**src/rtl/fifo_param.sv**
```systemverilog
// Parametrised synchronous FIFO with occupancy count, programmable almost-full/empty
// thresholds, a read-valid strobe and sticky overflow/underflow errors.
module fifo_param #(
    parameter int DATA_WIDTH = 6,
    parameter int ADDR_WIDTH = 2
) (
    input  logic                  clk,
    input  logic                  reset,
    input  logic                  flush,
    input  logic                  wr_enable,
    input  logic                  rd_enable,
    input  logic [DATA_WIDTH-1:0] data_in,
    input  logic [ADDR_WIDTH:0]   umbral_af,
    input  logic [ADDR_WIDTH:0]   umbral_ae,
    input  logic                  err_clear,
    output logic [DATA_WIDTH-1:0] data_out,
    output logic                  data_valid,
    output logic [ADDR_WIDTH:0]   fill_count,
    output logic                  full_fifo,
    output logic                  empty_fifo,
    output logic                  almost_full_fifo,
    output logic                  almost_empty_fifo,
    output logic                  overflow_err,
    output logic                  underflow_err
);

    localparam int DEPTH = 2 ** ADDR_WIDTH;
    localparam logic [ADDR_WIDTH:0] DEPTH_CNT = {1'b1, {ADDR_WIDTH{1'b0}}};

    logic [DATA_WIDTH-1:0] mem [DEPTH];
    logic [ADDR_WIDTH-1:0] wr_ptr;
    logic [ADDR_WIDTH-1:0] rd_ptr;
    logic                  wr_acc;
    logic                  rd_acc;
    logic                  ovf_evt;
    logic                  unf_evt;

    assign full_fifo         = (fill_count == DEPTH_CNT);
    assign empty_fifo        = (fill_count == '0);
    assign almost_full_fifo  = (fill_count >= umbral_af);
    assign almost_empty_fifo = (fill_count <= umbral_ae);

    // A write into a full FIFO is only safe when a read frees the same slot this edge.
    assign wr_acc  = wr_enable && (!full_fifo || rd_enable);
    assign rd_acc  = rd_enable && !empty_fifo;
    assign ovf_evt = wr_enable && full_fifo && !rd_enable;
    assign unf_evt = rd_enable && empty_fifo;

    always_ff @(posedge clk) begin
        if (!reset && !flush && wr_acc) begin
            mem[wr_ptr] <= data_in;
        end
    end

    always_ff @(posedge clk) begin
        if (reset) begin
            wr_ptr        <= '0;
            rd_ptr        <= '0;
            fill_count    <= '0;
            data_out      <= '0;
            data_valid    <= 1'b0;
            overflow_err  <= 1'b0;
            underflow_err <= 1'b0;
        end else if (flush) begin
            wr_ptr     <= '0;
            rd_ptr     <= '0;
            fill_count <= '0;
            data_valid <= 1'b0;
        end else begin
            data_valid <= rd_acc;
            if (rd_acc) begin
                data_out <= mem[rd_ptr];
                rd_ptr   <= rd_ptr + 1'b1;
            end
            if (wr_acc) begin
                wr_ptr <= wr_ptr + 1'b1;
            end
            case ({wr_acc, rd_acc})
                2'b10:   fill_count <= fill_count + 1'b1;
                2'b01:   fill_count <= fill_count - 1'b1;
                default: fill_count <= fill_count;
            endcase
            // A fresh error event outranks err_clear in the same cycle.
            overflow_err  <= ovf_evt | (overflow_err & ~err_clear);
            underflow_err <= unf_evt | (underflow_err & ~err_clear);
        end
    end

endmodule

```
**config.mk**
```make
export PLATFORM = sky130hd
export DESIGN_NAME = fifo_param
export DESIGN_NICKNAME = d
export VERILOG_FILES = /design/src/rtl/fifo_param.sv
export SDC_FILE = /design/constraint.sdc
export NUM_CORES = 1
export LEC_CHECK = 0
export BUFFER_PORTS_ARGS = -buffer_cell sky130_fd_sc_hd__clkbuf_2
export CAP_MARGIN = 0
export CORE_MARGIN = 1.5
export CORE_UTILIZATION = 40
export CTS_CLUSTER_DIAMETER = 50
export DETAILED_ROUTE_END_ITERATION = 6
export GPL_TIMING_DRIVEN = 0
export SYNTH_ARGS = -nofsm -noshare
export SYNTH_HDL_FRONTEND = slang
export SYNTH_SLANG_ARGS = --single-unit
```
**constraint.sdc**
```tcl
create_clock -name clk -period 3.9 [get_ports clk]
set_input_delay 0.195 -clock clk [delete_from_list [all_inputs] [get_ports clk]]
set_output_delay 0.195 -clock clk [all_outputs]
set_load 0.02 [all_outputs]
```
==> metrics.yaml, run 1 <==
finish:
  nNetsFinal: 195
  final_common_cell: "clkbuf_2"
  fillCellCount: 377
  drive_gt1_share_pct: 34.9
  layoutNonFillerInstCount: 216
  register_area_mm2: 0.00104
  postLayoutCoreUtil_pct: 50.3
  diodes: 0
  syn_to_final_growth_pct: 17.5
  final_cell_mix: "clkbuf_2 (33), edfxtp_1 (24), dfxtp_1 (16)"
  multi_input_area_um2: 664
clock_network:
  cts-buffers-inserted: 5
  clkLatencyLatePin_ns: 0.29
  cts_resized: 0
  cts_tree: "built"
  hold_buffers: 0
  h-tree-depth: 2
  cts_sinks: 40
  clockBufferDepth: 2
  path_clk_slew_ns: 0.07
  cts_setup_buffers: 0
  root_buffer: "clkbuf_8"
yosys:
  yosys.area.top_type_share_pct: 40.9
  ys.flop_type: "edfxtp_1"
  postSynth.asyncResetShare_pct: 0
  synthTopCellsByArea: "edfxtp_1 (41%), dfxtp_1 (18%), ha_1 (7.8%), mux4_2 (7.7%), a22o_1 (3.0%)"
  synth_cell_types: 37
  yosysSeqAreaShare_pct: 59.0
  yosys_warnings: 0
  synth_edf_count: 24
  synth-seq-cells: 40
  synthesis.area_mm2: 0.00176
  yosys.area.top_type: "edfxtp_1"
  syn_inst: 125
  avgSynthCellArea_um2: 14.1
  syn-num-nets: 155
power_and_ir_drop:
  irDropWorstVdd_v: 0.000191
  power_frac_comb_pct: 9.1
  power.density_mw_per_mm2: 382
  p_sw_mw: 0.178
  power_leakage_nw: 0.853
  swShare_pct: 22.5
  power_frac_seq_pct: 58.1
  p_clk_share_pct: 32.8
  intPower_mw: 0.612
critical_path:
  worstPathCellList: "or4b_4 > and2_4 > inv_1 > ha_1 > inv_1 > fa_1 > xor2_1 > or3_1 > a21oi_1"
  r2r_setup_slack_ns: 1.31
  start_kind: "flop"
  endpoint_kind: "flop"
  slowest_stage: "or4b_4"
  cp_common_cell: "inv_1"
  max_stage_delay_ns: 0.55
  required_ns: 4.12
  reg2reg_from: "fill_count[2]"
  cp_max_fo: 10
  r2r_cells: 9
  crit_arrival_ns: 2.81
  r2r-end: "fill_count[2]"
  crit_type: "reg -> reg"
floorplanning:
  start_util_pct: 42.8
  die_w_um: 69.4
  dieArea_mm2: 0.00481
  rows: 23
  core-area_mm2: 0.00412
  die_y_um: 69.4
  ios: 34
timing:
  fin_hold_ws_ns: 0.125
  relSlewSlack_pct: 68.3
  rsz0062_at_grt: "no"
  max_freq_mhz: 387
  slew_violations: 0
  skew_ns: 0.00512
  hold_violations: 0
  min_period_ns: 2.59
  tns_ns: 0
  tightest_slew_ns: 0.475
  fin_crit_sh_pct: 66.3
  setup_viol: 0
worst_hold_path:
  min_path_type: "in -> reg"
  holdCritStartpoint: "data_in[5]"
  hold_depth: 1
  hold_end: "mem[2][5]"
placement:
  place_inst: 208
  place.gp.congestion: 0.713
  place_hpwl_um: 2380
  port_buffers: 33
drt:
  wl_per_cell_um: 14.8
  vias_per_cell: 5.12
  first_pass_iters: 4
  drt_iter0_drc: 74
  wl_um: 3190
  vias: 1105
  ant_nets: 0
  drc: 0
flow_run:
  max_cap_viol_count: 0
grt:
  grt_pass1_wl_um: 5000
  antenna_found_initial: 0
  grt_remaining_overflow: 0
  grtUsageTotal_pct: 13.6
  grt_pass1_vias: 1062
  grt_max_degree: 12
run_status:
  status: "completed"
power by group through the flow:
| stage | Sequential (mW) | Combinational, mW | Clock (mW) |
|---|---|---|---|
| after floorplan | 0.472 | 0.0409 | 0 |
| after global placement | 0.468 | 0.0695 | 0 |
| after detailed placement | 0.468 | 0.0728 | 0 |
| after CTS | 0.459 | 0.0730 | 0.266 |
| after global routing | 0.460 | 0.0788 | 0.284 |
| final | 0.459 | 0.0721 | 0.259 |
layout make-up:
type                    instances  share of cell area (%)
plain buffers                   3                   0.604
clock buffers                   8                    3.87
inverters                      12                    2.18
multi-input cells              70                    32.1
flip-flops and latches         40                    50.3
well taps                      50                    3.02
repair buffers                 33                    7.98
logic make-up (layout without fill, tap and decap cells):
kind of cell / after synthesis / count (layout) / share of synthesized area, %
AOI/OAI and AO/OA: 21 / 21 / 9.30
xor gates and xnor gates: 4 / 4 / 1.99
adders and majority gates: 12 / 12 / 8.94
buffers and inverters: 15 / 56 / 3.26
DFF: 40 / 40 / 59.0
muxes: 6 / 6 / 7.67
and+or+nand+nor: 27 / 27 / 9.80
per-stage QoR:
| stage | total power, mW | setup slack [ns] | cell area (um^2) |
|---|---|---|---|
| final | 0.790 | 1.31 | 2070 |
| after global routing | 0.823 | 1.19 | 2070 |
| after CTS | 0.798 | 1.31 | 2070 |
| after detailed placement | 0.541 | 1.33 | 1990 |
| after global placement | 0.538 | 1.37 | 1990 |
| after floorplan | 0.513 | 1.40 | 1760 |
synthesized netlist by cell type, types with 2 or more instances:
library cell,n
xor2_1,4
mux4_2,6
edfxtp_1,24
and3_2,4
nand2b_1,2
o21ai_0,2
dfxtp_1,16
nor2_1,7
a22o_1,6
inv_1,12
a21o_1,2
ha_1,11
nand3_1,2
a21oi_1,3
nor2b_1,2
worst max-delay path by stage:
stage,from,to
2_1_floorplan,fill_count[2],fill_count[2]
6_report,fill_count[2],fill_count[2]
4_1_cts,fill_count[2],fill_count[2]
5_1_grt,fill_count[2],fill_count[2]
3_5_place_dp,fill_count[2],fill_count[2]
3_3_place_gp,fill_count[2],fill_count[2]
registers in the layout, indices dropped and copies added (netlist names):
register	flops
underflow_err	1
mem	24
fill_count	3
data_valid	1
rd_ptr	2
data_out	6
wr_ptr	2
overflow_err	1
per-layer routing:
layer	GRT usage, %	up-vias	part of all wire (%)
met5	0	-	0
met4	6.54	0	1.9
met3	4.51	8	3.3
met2	21.9	22	50
met1	16.4	536	45
li1	-	539	-
worst max-delay path: cells and delay by family (launching register included):
kind,cells,cell delay (ns)
AOI/OAI and AO/OA,1,0.13
and+or+nand+nor,3,1.06
xor gates and xnor gates,1,0.16
buffers and inverters,2,0.12
DFF,1,0.49
adders and majority gates,2,0.56
(Power assumes the default switching activity.)
==> run 2: changes to the inputs <==
==> constraint.sdc (replaced) <==
create_clock -name clk -period 2.3 [get_ports clk]
set_input_delay 0.115 -clock clk [delete_from_list [all_inputs] [get_ports clk]]
set_output_delay 0.115 -clock clk [all_outputs]
set_load 0.02 [all_outputs]
==> run 2 against run 1 <==
  * Combinational power up 82%
  * Worst hold slack worse by 0.082 ns
  * Register-to-register slack worse by 1.3 ns
  * Cell count up 2.3%
  * Power up 85%
  * Critical path depth unchanged
  * Clock power up 120%
  * Non-clock buffer count up 5
  * Sequential share of layout area down 1.8 points
  * Utilization up 2.3 points
  * Largest cell class unchanged
  * Highest routed layer unchanged
==> metrics.yaml, run 2 (synthesized netlist as in run 1, its figures left out) <==
clock_network:
  cts_sinks: 40  # unchanged
  clkLatencyLatePin_ns: 0.29  # about the same
  path_clk_slew_ns: 0.08  # about the same
  cts_tree: "built"
  root_buffer: "clkbuf_8"
  cts-buffers-inserted: 5  # unchanged
  clockBufferDepth: 2  # unchanged
  h-tree-depth: 2  # unchanged
finish:
  final_common_cell: "clkbuf_2"
  diodes: 0  # unchanged
  regMostFlops: "mem"
  nNetsFinal: 200  # +2.6%
  final_cell_mix: "clkbuf_2 (33), edfxtp_1 (24), dfxtp_1 (13)"
  largest_reg_flops: 24  # unchanged
  syn_to_final_growth_pct: 22.9
  fin_area_mm2: 0.00217  # +4.7%
  largestRegisters: "mem (24), data_out (6), fill_count (3)"
  drive_gt1_share_pct: 42.7  # +7.8 points
critical_path:
  endpoint_kind: "flop"
  slowest_stage: "or4b_4"
  crit_buf_inv: 2  # unchanged
  max_stage_delay_ns: 0.55  # about the same
  worstPathCellList: "or4b_4 > and2_4 > inv_2 > ha_4 > inv_2 > fa_2 > xor2_1 > or3_1 > a21oi_2"
  required_ns: 2.51  # -1.61 ns
  cp_max_fo: 2  # -8
  start_kind: "flop"
  crit_type: "reg -> reg"
  crit_arrival_ns: 2.46  # -0.35 ns
  worst_path_dominant_cell_family: "simple AND/OR/NAND/NOR gates"
  cp_common_cell: "inv_2"
power_and_ir_drop:
  irDropWorstVdd_v: 0.000436  # +130%
  power_frac_comb_pct: 8.9  # -0.2 points
  swShare_pct: 21.6  # -0.89 points
  intPower_mw: 1.15  # +87%
  p_clk_share_pct: 38.1  # +5.3 points
  power_frac_seq_pct: 52.9  # -5.2 points
  power_leakage_nw: 0.896  # +5.0%
  p_sw_mw: 0.317  # +78%
  power.density_mw_per_mm2: 676  # +77%
drt:
  vias: 1132  # +2.4%
  wl_um: 3170  # -0.53%
  drt_iter0_drc: 42  # -43%
  wl_per_cell_um: 14.3  # -2.8%
  wirelength_met1_um: 1490  # +3.5%
  vias_per_cell: 5.12  # +0.13%
  drc: 0  # unchanged
  ant_nets: 0  # unchanged
  first_pass_iters: 4  # unchanged
  route.met2.wl_um: 1500  # -4.9%
  met3_length_um: 130  # +23%
  highest_layer: "met4"
floorplanning:
  die_w_um: 69.4  # unchanged
  core-area_mm2: 0.00412  # unchanged
  dieArea_mm2: 0.00481  # unchanged
  rows: 23  # unchanged
  start_util_pct: 42.8  # unchanged
  ios: 34  # unchanged
  die_y_um: 69.4  # unchanged
grt:
  grt_pass1_wl_um: 5040  # +0.96%
  antenna_found_initial: 0  # unchanged
  grt_remaining_overflow: 0  # unchanged
  grt_max_degree: 14  # +2
  grtUsageTotal_pct: 13.6  # -0.027 points
  grt_pass1_vias: 1036  # -2.4%
timing:
  fin_crit_sh_pct: 97.9  # +32 points
  min_period_ns: 2.25  # -0.334 ns
  skew_ns: 0.00463  # -0.000490 ns
  relSlewSlack_pct: 69.7  # +1.3 points
  setup_viol: 0  # unchanged
  fin_hold_ws_ns: 0.0424  # -0.0825 ns
  hold_violations: 0  # unchanged
  tns_ns: 0  # unchanged
  max_freq_mhz: 444  # +15%
  slew_violations: 0  # unchanged
  tightest_slew_ns: 0.455  # -0.0202 ns
  rsz0062_at_grt: "yes"
run_status:
  status: "completed"
placement:
  port_buffers: 33  # unchanged
  dpl_cell_area_mm2: 0.00200  # +0.69%
  place.gp.congestion: 0.729  # +2.3%
  place_hpwl_um: 2300  # -3.2%
worst_hold_path:
  min_path_type: "in -> reg"
flow_run:
  max_cap_viol_count: 0  # unchanged
## run 2: cell count changes in the layout (fill, tap and decap cells not counted), moves of 2 or more
cell	previous run	this run
buf_4	0	5
clkbuf_1	4	1
inv_2	0	2
dfxtp_4	0	2
inv_1	12	10
dfxtp_1	16	13
## run 2: power by group through the flow
stage          clock network (mW)  registers (mW)  logic, mW
6_report                    0.559           0.775      0.131
5_1_grt                     0.602           0.776      0.145
4_1_cts                     0.573           0.775      0.128
3_5_place_dp                    0           0.793      0.123
3_3_place_gp                    0           0.792      0.119
2_1_floorplan                   0           0.799     0.0702
## run 2: worst register-to-register path, delay by kind of cell, from the launching register on
kind | cells | cell delay, ns
buf+inv | 2 | 0.09
compound gates | 1 | 0.12
fa+ha+maj | 2 | 0.45
simple gates | 3 | 1.03
xor+xnor | 1 | 0.15
flops | 1 | 0.35
## run 2: final timing paths
path / startpoint / endpoint / slack, ns / depth (start not counted)
hold / removal: data_in[2] / mem[2][2] / 0.04 / 1
hold reg to reg: data_out[3] / data_out[3] / 0.48 / 1
setup / recovery: fill_count[1] / fill_count[2] / 0.05 / 9
setup reg to reg: fill_count[1] / fill_count[2] / 0.05 / 9
## run 2: stage by stage
step / setup slack [ns] / cells / util (%) / power, mW
2_1_floorplan: 0.00281 / 125 / - / 0.869
3_3_place_gp: -0.0641 / 208 / 48.7 / 0.911
3_5_place_dp: -0.0923 / 208 / 48.7 / 0.916
4_1_cts: 0.00305 / 220 / 52.2 / 1.48
5_1_grt: -0.0270 / 221 / 52.7 / 1.52
6_report: 0.0490 / 221 / 52.7 / 1.46
## run 2: area by class of cell
class | instances | area [um^2]
fillers | 367 | 1950
repair buffers | 38 | 203
inverters | 12 | 45.0
well taps | 50 | 62.6
clock inverters | 3 | 42.5
plain buffers | 3 | 12.5
clock buffers | 5 | 68.8
flip-flops and latches | 40 | 1050
multi-input cells | 70 | 683
## run 2: timing repair
| action | in CTS | in global routing |
|---|---|---|
| endpoints found under the setup margin | 1 | 1 |
| pin swaps | 2 | 0 |
| hold buffers | 0 | 0 |
| setup buffers | 4 | 1 |
| gates resized for setup | 2 | 2 |
## run 2: layer usage
layer,up-vias,global-route usage [%]
li1,551,-
met2,26,20.5
met5,-,0
met1,549,18.6
met3,6,3.63
met4,0,5.23
